## config.mk

```make
export PLATFORM = sky130hd
export DESIGN_NAME = inst_boot_loader_flat
export DESIGN_NICKNAME = d
export VERILOG_FILES = /design/src/rtl/inst_boot_loader_if.sv /design/src/rtl/inst_boot_loader.sv /design/src/flat_wrapper.sv
export SDC_FILE = /design/constraint.sdc
export NUM_CORES = 1
export LEC_CHECK = 0
export BUFFER_PORTS_ARGS = -buffer_cell sky130_fd_sc_hd__buf_2
export CAP_MARGIN = 10
export CORE_MARGIN = 2
export CORE_UTILIZATION = 61
export DETAILED_ROUTE_END_ITERATION = 16
export PLACE_DENSITY = 0.91
export SLEW_MARGIN = 20
export SYNTH_ARGS = -nofsm -noshare
export SYNTH_HDL_FRONTEND = slang
export SYNTH_SLANG_ARGS = --single-unit
export TNS_END_PERCENT = 5
```

## constraint.sdc

```tcl
create_clock -name clk -period 6.36 [get_ports clk]
set_input_delay 0.636 -clock clk [delete_from_list [all_inputs] [get_ports clk]]
set_output_delay 0.636 -clock clk [all_outputs]
set_load 0.02 [all_outputs]
```

## src/rtl/inst_boot_loader_if.sv

```systemverilog
// Instruction stream handshake between a word source and the boot loader.
interface inst_boot_loader_if;
    logic        s_valid;
    logic        s_ready;
    logic [31:0] s_data;

    modport master (output s_valid, output s_data, input s_ready);
    modport slave  (input s_valid, input s_data, output s_ready);
endinterface

```

## src/rtl/inst_boot_loader.sv

```systemverilog
// Copies a program from a valid/ready stream into instruction SRAM,
// then holds the CPU in reset for a few cycles before releasing it.
module inst_boot_loader #(
    parameter int ADDR_BASE  = 1,
    parameter int MAX_WORDS  = 1024,
    parameter int RESET_HOLD = 4
) (
    input  logic                clk,
    input  logic                reset,
    input  logic                start,
    input  logic [15:0]         prog_len,
    inst_boot_loader_if.slave   src,
    output logic                inst_sram_wen,
    output logic [63:0]         inst_sram_waddr,
    output logic [31:0]         inst_sram_wdata,
    output logic                inst_sram_en_toif,
    output logic                cpu_reset,
    output logic                busy,
    output logic                done,
    output logic                err
);

    typedef enum logic [2:0] {
        IDLE,
        LOAD,
        HOLD,
        RUN,
        ERR
    } state_t;

    state_t      state;
    state_t      state_nx;
    logic [15:0] len;
    logic [15:0] cnt;
    logic [15:0] hold_cnt;
    logic [63:0] addr;
    logic        hs;
    logic        last;
    logic        can_start;
    logic        len_ok;
    logic        load_go;

    assign hs        = (state == LOAD) && src.s_valid;
    assign last      = hs && ((cnt + 16'd1) == len);
    assign can_start = (state == IDLE) || (state == RUN) || (state == ERR);
    assign len_ok    = (prog_len != 16'd0)
                    && ({16'd0, prog_len} <= 32'(MAX_WORDS));
    assign load_go   = can_start && start && len_ok;

    always_ff @(posedge clk) begin
        if (reset) state <= IDLE;
        else       state <= state_nx;
    end

    always_comb begin
        state_nx          = state;
        src.s_ready       = 1'b0;
        busy              = 1'b0;
        done              = 1'b0;
        inst_sram_en_toif = 1'b0;
        err               = 1'b0;
        cpu_reset         = 1'b1;
        if (can_start && start)
            state_nx = len_ok ? LOAD : ERR;
        unique case (state)
            IDLE: ;
            LOAD: begin
                src.s_ready = 1'b1;
                busy        = 1'b1;
                if (last) state_nx = HOLD;
            end
            HOLD: begin
                busy = 1'b1;
                if (hold_cnt == 16'(RESET_HOLD - 1)) state_nx = RUN;
            end
            RUN: begin
                done              = 1'b1;
                inst_sram_en_toif = 1'b1;
                cpu_reset         = 1'b0;
            end
            ERR: err = 1'b1;
            default: state_nx = IDLE;
        endcase
    end

    always_ff @(posedge clk) begin
        if (reset) begin
            len             <= '0;
            cnt             <= '0;
            hold_cnt        <= '0;
            addr            <= '0;
            inst_sram_wen   <= 1'b0;
            inst_sram_waddr <= '0;
            inst_sram_wdata <= '0;
        end else begin
            inst_sram_wen <= 1'b0;
            if (load_go) begin
                len  <= prog_len;
                cnt  <= '0;
                addr <= 64'(ADDR_BASE);
            end
            if (hs) begin
                inst_sram_wen   <= 1'b1;
                inst_sram_waddr <= addr;
                inst_sram_wdata <= src.s_data;
                addr            <= addr + 64'd1;
                cnt             <= cnt + 16'd1;
            end
            // hold_cnt starts at zero on the first HOLD cycle
            if (state == HOLD) hold_cnt <= hold_cnt + 16'd1;
            else               hold_cnt <= '0;
        end
    end

endmodule

```

## src/flat_wrapper.sv

```systemverilog
// flat-port wrapper written by rule: the top's interface ports become plain ports
module inst_boot_loader_flat 
#(
    parameter int ADDR_BASE  = 1,
    parameter int MAX_WORDS  = 1024,
    parameter int RESET_HOLD = 4
)
  (clk, reset, start, prog_len, inst_sram_wen, inst_sram_waddr, inst_sram_wdata, inst_sram_en_toif, cpu_reset, busy, done, err, src_s_valid, src_s_data, src_s_ready);
  inst_boot_loader_if src_i ();
  input  logic clk;
  input  logic reset;
  input  logic start;
  input  logic [15:0] prog_len;
  output logic inst_sram_wen;
  output logic [63:0] inst_sram_waddr;
  output logic [31:0] inst_sram_wdata;
  output logic inst_sram_en_toif;
  output logic cpu_reset;
  output logic busy;
  output logic done;
  output logic err;
  input wire logic [$bits(src_i.s_valid)-1:0] src_s_valid;
  input wire logic [$bits(src_i.s_data)-1:0] src_s_data;
  output wire logic [$bits(src_i.s_ready)-1:0] src_s_ready;
  assign src_i.s_valid = src_s_valid;
  assign src_i.s_data = src_s_data;
  assign src_s_ready = src_i.s_ready;
  inst_boot_loader #(.ADDR_BASE(ADDR_BASE), .MAX_WORDS(MAX_WORDS), .RESET_HOLD(RESET_HOLD)) u_core (.clk(clk), .reset(reset), .start(start), .prog_len(prog_len), .src(src_i), .inst_sram_wen(inst_sram_wen), .inst_sram_waddr(inst_sram_waddr), .inst_sram_wdata(inst_sram_wdata), .inst_sram_en_toif(inst_sram_en_toif), .cpu_reset(cpu_reset), .busy(busy), .done(done), .err(err));
endmodule
```

* After elaboration in Yosys (flattened, before gate mapping)
Cells that the tools add are included.
** Word-level totals
- Bits of input ports :: 52
- Bits in registers :: 212
- Output and inout bits :: 103
** Cells by class
- Magnitude comparators :: 1
- Muxes and demuxes :: 15
- Equality and inequality tests :: 6
- $add $sub $neg :: 3
- Reductions and logical operators :: 13
- Bitwise operators :: 1
** Operators by type and width (number)
- 2-to-1 mux 64 bit :: 2
- adder 64 x 1 -> 64 bit (second input constant) :: 1
- adder 16 x 1 -> 16 bit (second input constant) :: 2
- 2-to-1 mux 16 bit :: 2
- == test 16 bit :: 1
- == test 16 x 2 -> 1 bit (second input constant) :: 1
- less-or-equal comparator 16 x 11 -> 1 bit (second input constant) :: 1
- nonzero test 16 bit :: 1
- 2-to-1 mux 3 bit :: 4
- one-hot mux 3 bit (3 select lines) :: 1
- == test 3 x 2 -> 1 bit (second input constant) :: 2
- 2-to-1 mux 1 bit :: 6
- logical AND 1 bit :: 5
- OR reduction 2 bit :: 2
- == test 3 x 1 -> 1 bit (second input constant) :: 1
- == test 3 bit (second input constant) :: 1
- zero test 3 bit :: 1
- OR reduction 3 bit :: 1
- logical OR 1 bit :: 2
- nonzero test 2 bit :: 1
- NOT 1 bit :: 1

* Longest topological paths before layout
Gate-level depths: netlist of the first run.
- Word-level depth :: 7
- Depth in mapped cells :: 9
- Depth with buffers taken out :: 7

* Least setup slack after synthesis of the first run
OpenSTA, ideal clock, no wires.
- Kind :: flip-flop to flip-flop
- From :: register u_core.cnt[0]
- To :: register u_core.state[1]
- Stages on the path, launching flop included :: 9
- Clock period less this slack :: 2324 ps
- Library setup time :: 60 ps
- Path buffers :: 1
- Arrival :: 2265 ps
- Path slack :: 4036 ps
- Required time :: 6300 ps
- Cell sequence :: dfxtp_1 ha_1 clkbuf_1 nand3_1 or4_1 xnor2_1 nor4_1 and3_1 a22o_1
** Between the ends
- Longest elaborated chain between the ends :: 5
** RTL lines
- start, declared :: line inst_boot_loader.sv:34 : logic [15:0] cnt;
- start signal, assigned :: line inst_boot_loader.sv:107 : cnt <= cnt + 16'd1;
- adder 16 x 1 -> 16 bit :: line inst_boot_loader.sv:44 : assign last = hs && ((cnt + 16'd1) == len);
- == test 16 bit :: line inst_boot_loader.sv:44
- logical AND 1 bit :: line inst_boot_loader.sv:44
- 2-to-1 mux 3 bit :: line inst_boot_loader.sv:70 : if (last) state_nx = HOLD;
- one-hot mux 3 bit (3 select lines) :: line inst_boot_loader.sv:65 : unique case (state)
- end signal, assigned :: line inst_boot_loader.sv:52 : else state <= state_nx;
- end, declared :: line inst_boot_loader.sv:31 : state_t state;
No other way between the ends.
A chain may end at the register's enable or synchronous reset.

* Worst setup path after layout of the first run
- From :: register u_core.state[0]
- To :: register u_core.addr[18]
** Between the ends
- Longest elaborated chain between the ends :: 6
- Elaborated cells on any way between the ends :: 11
- Those cells by class :: eq/ne: 3; mux: 1; reduce/logical: 7
** RTL lines
- == test 3 x 2 -> 1 bit or zero test 3 bit (tied branches) :: line inst_boot_loader.sv:45 : assign can_start = (state == IDLE) || (state == RUN) || (state == ERR);
- logical OR 1 bit (2 in series) :: line inst_boot_loader.sv:45
- logical AND 1 bit (2 in series) :: line inst_boot_loader.sv:48 : assign load_go = can_start && start && len_ok;
- nonzero test 2 bit (no line)
- end signal, assigned :: line inst_boot_loader.sv:100 : addr <= 64'(ADDR_BASE);
- end signal, assigned :: line inst_boot_loader.sv:106 : addr <= addr + 64'd1;
- end, declared :: line inst_boot_loader.sv:36 : logic [63:0] addr;
Parallel ways exist; a longest one is shown, timed or not.

==> results of run 1 <==
==> metrics by stage <==
step,setup WS (ns),hold WS [ns]
floorplan,4.04,0.426
global route,3.13,0.353
CTS,3.43,0.350
global placement,3.36,0.438
finish,3.44,0.362
detailed placement,3.22,0.443
==> routing by layer <==
| metal | part of all wire [%] | global-route usage [%] |
|---|---|---|
| met4 | 2.5 | 8.34 |
| met5 | 0 | 0 |
| met1 | 44 | 38.0 |
| met3 | 7.4 | 5.82 |
| met2 | 46 | 44.3 |
==> logic make-up (layout without fill, tap and decap cells) <==
| logic type | Yosys count | in the layout | synth area share, % |
|---|---|---|---|
| buffers and inverters | 92 | 208 | 4.01 |
| multiplexers | 19 | 19 | 2.27 |
| XOR/XNOR | 38 | 38 | 3.60 |
| AND/OR/NAND/NOR | 574 | 574 | 29.6 |
| adder cells (fa/ha/maj) | 3 | 3 | 0.406 |
| flip-flops | 212 | 212 | 45.9 |
| AO/OA/AOI/OAI | 232 | 232 | 14.2 |
==> worst paths after layout <==
path,endpoint,slack (ns),depth (start not counted)
worst max-delay path,u_core.addr[18]$_SDFFE_PP0P_,3.44,7
worst min-delay path,u_core.inst_sram_wdata[7]$_SDFFE_PP0P_,0.36,3
worst max register to register,u_core.addr[18]$_SDFFE_PP0P_,3.44,7
worst min register to register,u_core.inst_sram_waddr[13]$_SDFFE_PP0P_,0.45,2
==> final cells by class <==
cell class | instances | share of cell area, %
Timing Repair Buffer | 159 | 7.64
Clock inverter | 9 | 0.528
Sequential cell | 212 | 39.8
Inverter | 11 | 0.387
Tap cell | 188 | 2.21
Clock buffer | 29 | 5.79
Multi-Input combinational cell | 866 | 43.6
==> power breakdown <==
part / total [mW] / leakage, nW / internal [mW] / switching (mW)
clock network: 1.20 / 0.342 / 0.682 / 0.515
logic: 0.0488 / 1.83 / 0.0162 / 0.0326
registers: 1.33 / 1.71 / 1.33 / 0.00141
total: 2.58 / 3.88 / 2.03 / 0.549
==> sequential cells by signal (all words and copies together) (netlist names) <==
signal and flops:
u_core.addr 64, u_core.cnt 16, u_core.hold_cnt 16, u_core.inst_sram_waddr 64, u_core.inst_sram_wdata 32, u_core.inst_sram_wen 1, u_core.len 16, u_core.state 3
==> placed cells by master, fill, tap and decap left out, types with 11 or more instances in the layout <==
master	Yosys	routed
sky130_fd_sc_hd__inv_1	11	11
sky130_fd_sc_hd__buf_2	6	153
sky130_fd_sc_hd__xor2_1	20	20
sky130_fd_sc_hd__o21ai_0	17	17
sky130_fd_sc_hd__nand4_1	33	33
sky130_fd_sc_hd__nor3_1	20	20
sky130_fd_sc_hd__nor4_1	14	14
sky130_fd_sc_hd__o211ai_1	20	20
sky130_fd_sc_hd__or3_1	20	20
sky130_fd_sc_hd__nand2_1	270	269
sky130_fd_sc_hd__clkbuf_16	0	22
sky130_fd_sc_hd__xnor2_1	18	18
sky130_fd_sc_hd__nor2_1	80	80
sky130_fd_sc_hd__nand3_1	52	52
sky130_fd_sc_hd__dfxtp_1	212	212
sky130_fd_sc_hd__and3_1	26	26
sky130_fd_sc_hd__a21oi_1	162	162
==> worst reg2reg max path, stage by stage, from the launching register on <==
cell and delay, ns:
sky130_fd_sc_hd__dfxtp_1 0.45, sky130_fd_sc_hd__nor3b_1 0.44, sky130_fd_sc_hd__nand2_4 0.54, sky130_fd_sc_hd__buf_4 0.50
sky130_fd_sc_hd__or4_1 0.60, sky130_fd_sc_hd__nand3_1 0.10, sky130_fd_sc_hd__o21a_1 0.13, sky130_fd_sc_hd__nor2_1 0.03
==> run_summary.xml, run 1 <==
<?xml version="1.0" encoding="UTF-8"?>
<metrics>
  <group name="run_status">
    <metric name="run_status" unit="">completed</metric>
  </group>
  <group name="detailed_routing">
    <metric name="pre_antenna_drt_iters" unit="">6</metric>
    <metric name="drc_markers" unit="">0</metric>
    <metric name="drt-wirelength-per-cell" unit="um">15.4</metric>
    <metric name="wirelength" unit="mm">22.7</metric>
    <metric name="drtIter0Drc" unit="">789</metric>
    <metric name="postRouteAntennaNets" unit="">0</metric>
    <metric name="viasPerCell" unit="">5.96</metric>
    <metric name="detailroute.via_count" unit="">8779</metric>
  </group>
  <group name="setup_path">
    <metric name="worst_r2r_startpoint" unit="">u_core.state[0]$_SDFF_PP0_</metric>
    <metric name="startpoint" unit="">u_core.state[0]$_SDFF_PP0_</metric>
    <metric name="critPathBufInv" unit="">1</metric>
    <metric name="worst-setup-path-type" unit="">reg2reg</metric>
    <metric name="cell_by_cell_trace_of_the_critical_path" unit="">nor3b_1 -&gt; nand2_4 -&gt; buf_4 -&gt; or4_1 -&gt; nand3_1 -&gt; o21a_1 -&gt; nor2_1</metric>
    <metric name="setup.worst_path.end_class" unit="">register</metric>
    <metric name="critical_path_required" unit="ns">6.71</metric>
    <metric name="critical_path.max_stage_delay" unit="ns">0.59</metric>
    <metric name="critical-path-top-delay-family" unit="">simple AND/OR/NAND/NOR gates</metric>
    <metric name="crit_fanout" unit="">77</metric>
    <metric name="worstSetupStartpointType" unit="">register</metric>
    <metric name="crit_path_top_delay_cell" unit="">sky130_fd_sc_hd__or4_1</metric>
    <metric name="critical_path_arrival" unit="ns">3.27</metric>
  </group>
  <group name="global_route">
    <metric name="antenna_found_initial" unit="">0</metric>
    <metric name="grt_first_pass_wirelength" unit="mm">38.3</metric>
    <metric name="via_count_of_the_first_global_routing_pass" unit="">8062</metric>
    <metric name="grt_max_degree" unit="">128</metric>
    <metric name="grt_remaining_overflow" unit="">0</metric>
    <metric name="grt.total_usage" unit="%">27.7</metric>
  </group>
  <group name="logic_synthesis">
    <metric name="syn-mean-instance-area" unit="um2">7.91</metric>
    <metric name="synthesis_warnings" unit="">0</metric>
    <metric name="synthMostInstantiatedCell" unit="">sky130_fd_sc_hd__nand2_1</metric>
    <metric name="ys.flop_type" unit="">sky130_fd_sc_hd__dfxtp_1</metric>
    <metric name="post_synth_edffs" unit="">0</metric>
    <metric name="synthesized_cell_area" unit="mm2">0.00926</metric>
    <metric name="synthCells" unit="">1170</metric>
    <metric name="synth.ff_latch_count" unit="">212</metric>
    <metric name="ys_top_cells_by_count" unit="">sky130_fd_sc_hd__nand2_1, sky130_fd_sc_hd__dfxtp_1, sky130_fd_sc_hd__a21oi_1</metric>
    <metric name="yosysTopAreaCellShare" unit="%">45.9</metric>
    <metric name="asyncSetResetFlopFracSynth" unit="%">0</metric>
    <metric name="synth.distinct_cells" unit="">62</metric>
    <metric name="synthTopCellsByArea" unit="">sky130_fd_sc_hd__dfxtp_1, sky130_fd_sc_hd__nand2_1, sky130_fd_sc_hd__a21oi_1</metric>
    <metric name="cell_taking_the_most_area_after_synthesis" unit="">sky130_fd_sc_hd__dfxtp_1</metric>
    <metric name="ys_seq_area_share" unit="%">45.9</metric>
    <metric name="synth_nets" unit="">1225</metric>
  </group>
  <group name="placement">
    <metric name="place_hpwl" unit="mm">14.6</metric>
    <metric name="placement.cell_area" unit="mm2">0.00999</metric>
    <metric name="place.gp.congestion" unit="">0.877</metric>
    <metric name="post-place-cells" unit="">1436</metric>
    <metric name="port_buffers" unit="">154</metric>
  </group>
  <group name="timing">
    <metric name="fin_tns_setup" unit="ns">0</metric>
    <metric name="max_clock_freq" unit="MHz">342</metric>
    <metric name="final.period_utilization" unit="%">45.9</metric>
    <metric name="tightestPinTransition" unit="ns">0.937</metric>
    <metric name="hold_viol" unit="">0</metric>
    <metric name="slew-limit-headroom" unit="%">37.5</metric>
    <metric name="report.final.setup_viol" unit="">0</metric>
    <metric name="final_max_slew_viol_count" unit="">0</metric>
    <metric name="fin_crit" unit="ns">2.92</metric>
    <metric name="grt_setup_unrepaired" unit="">false</metric>
    <metric name="worst_clock_skew" unit="ns">0.0220</metric>
  </group>
  <group name="layout">
    <metric name="finish.utilization" unit="%">70.9</metric>
    <metric name="sequential_cell_area" unit="mm2">0.00424</metric>
    <metric name="design.final.nets" unit="">1327</metric>
    <metric name="nFillCells" unit="">1133</metric>
    <metric name="finalNonFillerCells" unit="">1474</metric>
    <metric name="fin_area" unit="mm2">0.0107</metric>
    <metric name="multiInputGateArea" unit="mm2">0.00465</metric>
    <metric name="area_delta_synth_final" unit="%">15.2</metric>
    <metric name="layout-drive-gt1-share" unit="%">17.1</metric>
    <metric name="num_antenna_cells" unit="">0</metric>
  </group>
  <group name="cts">
    <metric name="clock-root-buffer" unit="">sky130_fd_sc_hd__clkbuf_16</metric>
    <metric name="clkTransAtPathRegs" unit="ns">0.06</metric>
    <metric name="cts_resized" unit="">0</metric>
    <metric name="ctsLongestPathBuffers" unit="">3</metric>
    <metric name="cts_sinks" unit="">212</metric>
    <metric name="hold_buffers" unit="">0</metric>
    <metric name="cts_tree" unit="">yes</metric>
    <metric name="cts_made_buffers" unit="">22</metric>
    <metric name="cts_htree_levels" unit="">1</metric>
    <metric name="cts_setup_buffers" unit="">0</metric>
    <metric name="clock_insertion_delay_worst_skew" unit="ns">0.51</metric>
  </group>
  <group name="die">
    <metric name="initial_core_util" unit="%">61.6</metric>
    <metric name="die_width" unit="um">127</metric>
    <metric name="num_io_pins" unit="">155</metric>
    <metric name="fp.coreArea" unit="mm2">0.0150</metric>
    <metric name="floorplan.die_area" unit="mm2">0.0162</metric>
    <metric name="fp.dieH" unit="um">127</metric>
    <metric name="fp-row-count" unit="">45</metric>
  </group>
  <group name="power">
    <metric name="leak_pwr" unit="nW">3.88</metric>
    <metric name="worst_ir_drop_vdd" unit="mV">0.216</metric>
    <metric name="totalPowerFinal" unit="mW">2.58</metric>
    <metric name="p_per_area" unit="mW/mm2">242</metric>
  </group>
  <group name="job">
    <metric name="drv_cap" unit="">0</metric>
  </group>
  <group name="min_path">
    <metric name="min_path_type" unit="">in2reg</metric>
    <metric name="hold_path_startpoint" unit="">src_s_data[7]</metric>
  </group>
</metrics>
Power figures use the tool's default switching activity.
==> run 2, diff against run 1 <==
- ABC_AREA: default -> 1
- CORE_UTILIZATION: 61 -> 57
- PLACE_DENSITY: 0.91 -> 0.85
- clock period: 6.36 -> 2.9 ns (I/O delays scaled with it)
==> run 2 against run 1 <==
Against the previous run:
- final cell count up 24%
- register-to-register slack worse by 2.8 ns
- via count up 17%
- fmax up 30%
- critical path type unchanged
- largest cell class unchanged
==> run_summary.xml, run 2 <==
<?xml version="1.0" encoding="UTF-8"?>
<metrics>
  <group name="detailed_routing">
    <metric name="wirelength" unit="mm">26.9</metric>
    <metric name="viasPerCell" unit="">5.60</metric>
    <metric name="drc_markers" unit="">0</metric>
    <metric name="postRouteAntennaNets" unit="">0</metric>
    <metric name="drtIter0Drc" unit="">956</metric>
    <metric name="pre_antenna_drt_iters" unit="">5</metric>
    <metric name="drt-wirelength-per-cell" unit="um">14.6</metric>
    <metric name="detailroute.via_count" unit="">10300</metric>
  </group>
  <group name="setup_path">
    <metric name="setup.worst_path.end_class" unit="">register</metric>
    <metric name="worst-setup-path-type" unit="">reg2reg</metric>
    <metric name="r2r_cells" unit="">11</metric>
    <metric name="critical_path_required" unit="ns">3.30</metric>
    <metric name="critical_path_arrival" unit="ns">2.64</metric>
    <metric name="crit_fanout" unit="">26</metric>
    <metric name="worstSetupStartpointType" unit="">register</metric>
  </group>
  <group name="die">
    <metric name="initial_core_util" unit="%">58.1</metric>
    <metric name="floorplan.die_area" unit="mm2">0.0186</metric>
    <metric name="num_io_pins" unit="">155</metric>
    <metric name="fp.dieH" unit="um">137</metric>
    <metric name="die_width" unit="um">137</metric>
    <metric name="fp.coreArea" unit="mm2">0.0172</metric>
    <metric name="fp-row-count" unit="">48</metric>
  </group>
  <group name="cts">
    <metric name="cts_made_buffers" unit="">24</metric>
    <metric name="cts_htree_levels" unit="">1</metric>
    <metric name="cts_sinks" unit="">212</metric>
    <metric name="ctsLongestPathBuffers" unit="">3</metric>
    <metric name="cts_setup_buffers" unit="">0</metric>
    <metric name="cts_tree" unit="">yes</metric>
    <metric name="clock-root-buffer" unit="">sky130_fd_sc_hd__clkbuf_16</metric>
    <metric name="clock_insertion_delay_worst_skew" unit="ns">0.52</metric>
    <metric name="clkTransAtPathRegs" unit="ns">0.06</metric>
  </group>
  <group name="min_path">
    <metric name="min_path_type" unit="">in2reg</metric>
    <metric name="hold-path-cell-count" unit="">3</metric>
  </group>
  <group name="logic_synthesis">
    <metric name="synth_nets" unit="">1508</metric>
    <metric name="yosysTopAreaCellShare" unit="%">42.4</metric>
    <metric name="synthCells" unit="">1453</metric>
    <metric name="ys_top_cells_by_count" unit="">sky130_fd_sc_hd__nand2_1, sky130_fd_sc_hd__nor2_1, sky130_fd_sc_hd__dfxtp_1</metric>
    <metric name="synthTopCellsByArea" unit="">sky130_fd_sc_hd__dfxtp_1, sky130_fd_sc_hd__nand2_1, sky130_fd_sc_hd__nor2_1</metric>
    <metric name="asyncSetResetFlopFracSynth" unit="%">0</metric>
    <metric name="synthesis_warnings" unit="">0</metric>
    <metric name="post_synth_edffs" unit="">0</metric>
    <metric name="ys.flop_type" unit="">sky130_fd_sc_hd__dfxtp_1</metric>
    <metric name="synth.ff_latch_count" unit="">212</metric>
    <metric name="synth.distinct_cells" unit="">43</metric>
    <metric name="synthMostInstantiatedCell" unit="">sky130_fd_sc_hd__nand2_1</metric>
    <metric name="ys_seq_area_share" unit="%">42.4</metric>
    <metric name="synthesized_cell_area" unit="mm2">0.0100</metric>
    <metric name="syn-mean-instance-area" unit="um2">6.89</metric>
    <metric name="cell_taking_the_most_area_after_synthesis" unit="">sky130_fd_sc_hd__dfxtp_1</metric>
  </group>
  <group name="placement">
    <metric name="port_buffers" unit="">154</metric>
    <metric name="place.gp.congestion" unit="">1.01</metric>
    <metric name="place_worst_setup_slack" unit="ns">0.696</metric>
    <metric name="place_hpwl" unit="mm">18.7</metric>
  </group>
  <group name="layout">
    <metric name="largestRegisters" unit="">u_core.addr (64), u_core.inst_sram_waddr (64), u_core.inst_sram_wdata (32)</metric>
    <metric name="layout_commonest_cell" unit="">sky130_fd_sc_hd__nand2_1</metric>
    <metric name="layout-drive-gt1-share" unit="%">15.5</metric>
    <metric name="layout_common_cells" unit="">sky130_fd_sc_hd__nand2_1, sky130_fd_sc_hd__nor2_1, sky130_fd_sc_hd__dfxtp_1</metric>
    <metric name="nFillCells" unit="">1449</metric>
    <metric name="num_antenna_cells" unit="">0</metric>
    <metric name="multiInputGateArea" unit="mm2">0.00506</metric>
    <metric name="sequential_cell_area" unit="mm2">0.00424</metric>
    <metric name="area_delta_synth_final" unit="%">17.7</metric>
    <metric name="design.final.nets" unit="">1647</metric>
  </group>
  <group name="timing">
    <metric name="setup_slack" unit="ns">0.663</metric>
    <metric name="report.final.setup_viol" unit="">0</metric>
    <metric name="slew-limit-headroom" unit="%">51.9</metric>
    <metric name="fin_crit" unit="ns">2.24</metric>
    <metric name="hold_viol" unit="">0</metric>
    <metric name="grt_setup_unrepaired" unit="">false</metric>
    <metric name="fin_hold_ws" unit="ns">0.00802</metric>
    <metric name="fin_tns_setup" unit="ns">0</metric>
    <metric name="final.period_utilization" unit="%">77.2</metric>
    <metric name="worst_clock_skew" unit="ns">0.0150</metric>
    <metric name="tightestPinTransition" unit="ns">0.722</metric>
    <metric name="final_max_slew_viol_count" unit="">0</metric>
    <metric name="max_clock_freq" unit="MHz">447</metric>
  </group>
  <group name="power">
    <metric name="worst_ir_drop_vdd" unit="mV">0.496</metric>
    <metric name="p_per_area" unit="mW/mm2">517</metric>
    <metric name="leak_pwr" unit="nW">4.93</metric>
  </group>
  <group name="job">
    <metric name="drv_cap" unit="">0</metric>
  </group>
  <group name="global_route">
    <metric name="grt_max_degree" unit="">61</metric>
    <metric name="antenna_found_initial" unit="">0</metric>
    <metric name="grt.total_usage" unit="%">28.4</metric>
    <metric name="grt_first_pass_wirelength" unit="mm">43.7</metric>
    <metric name="via_count_of_the_first_global_routing_pass" unit="">9374</metric>
    <metric name="grt_remaining_overflow" unit="">0</metric>
  </group>
  <group name="run_status">
    <metric name="run_status" unit="">completed</metric>
  </group>
</metrics>
run 2: cell count changes after synthesis, moves of 10 or more:
cell                       previous run  this run
sky130_fd_sc_hd__a21oi_1            162       128
sky130_fd_sc_hd__a311oi_1            10         0
sky130_fd_sc_hd__and3_1              26         1
sky130_fd_sc_hd__clkbuf_1            66        37
sky130_fd_sc_hd__inv_1               11       119
sky130_fd_sc_hd__nand3_1             52       115
sky130_fd_sc_hd__nor2_1              80       248
sky130_fd_sc_hd__nor3_1              20        32
sky130_fd_sc_hd__o211ai_1            20         6
sky130_fd_sc_hd__o21ai_0             17       135
sky130_fd_sc_hd__or3_1               20         0
sky130_fd_sc_hd__xnor2_1             18         4
sky130_fd_sc_hd__xor2_1              20         7
run 2: stage by stage:
stage	area [um2]	cells	total power, mW	utilization (%)
after floorplan	10000	1453	3.05	-
after global placement	11000	1788	3.11	63.6
after detailed placement	11000	1788	3.12	63.6
after CTS	11800	1834	6.12	68.4
after global routing	11800	1834	6.26	68.4
final	11800	1834	6.09	68.4
run 2: cells by family after synthesis:
kind of cell    synth area share (%)
compound gates                  15.0
simple gates                    33.9
flops                           42.4
buf+inv                         7.05
xor+xnor                        1.20
fa+ha+maj                      0.375
run 2: repair_timing:
| action | in CTS | in global routing |
|---|---|---|
| hold buffers | 3 | 0 |
| resized for setup | 0 | 0 |
| hold endpoints to repair | 3 | 0 |
| setup endpoints to repair | 0 | 0 |
run 2: worst max-delay path: stages, from the launching register on:
cell                       delay, ns
sky130_fd_sc_hd__dfxtp_1        0.32
sky130_fd_sc_hd__inv_1          0.06
sky130_fd_sc_hd__nor2_1         0.16
sky130_fd_sc_hd__inv_2          0.07
sky130_fd_sc_hd__nor2_1         0.18
sky130_fd_sc_hd__o21ai_1        0.11
sky130_fd_sc_hd__nor2_1         0.12
sky130_fd_sc_hd__o211ai_1       0.16
sky130_fd_sc_hd__buf_4          0.26
sky130_fd_sc_hd__nand2_1        0.25
sky130_fd_sc_hd__inv_2          0.20
sky130_fd_sc_hd__a31o_2         0.24
run 2: power by group:
part           internal (mW)  total, mW  switching (mW)
clock network           1.84       3.04            1.19
registers               2.92       2.92         0.00376
logic                 0.0496      0.134          0.0848
run 2: layout make-up:
cell class                      instances  area share, %
Multi-Input combinational cell       1059           43.0
Sequential cell                       212           36.0
Tap cell                              225           2.39
Inverter                              124           3.96
Clock buffer                           38           6.32
Clock inverter                          5          0.467
Timing Repair Buffer                  171           7.90
run 2: metal layers:
layer	routed length, um	GRT usage (%)	vias to the layer above
li1	-	-	5084
met3	2290	4.89	79
met5	0	0	-
met1	11300	36.0	4666
met2	12500	48.8	450
met4	766	9.49	0
run 2: worst paths after layout:
kind                            startpoint                                      end  slack [ns]
max reg2reg     u_core.state[1]$_SDFF_PP0_             u_core.addr[30]$_SDFFE_PP0P_        0.66
max             u_core.state[1]$_SDFF_PP0_             u_core.addr[30]$_SDFFE_PP0P_        0.66
min                         src_s_data[16]  u_core.inst_sram_wdata[16]$_SDFFE_PP0P_       0.008
min reg2reg  u_core.hold_cnt[0]$_SDFF_PP0_            u_core.hold_cnt[0]$_SDFF_PP0_        0.45
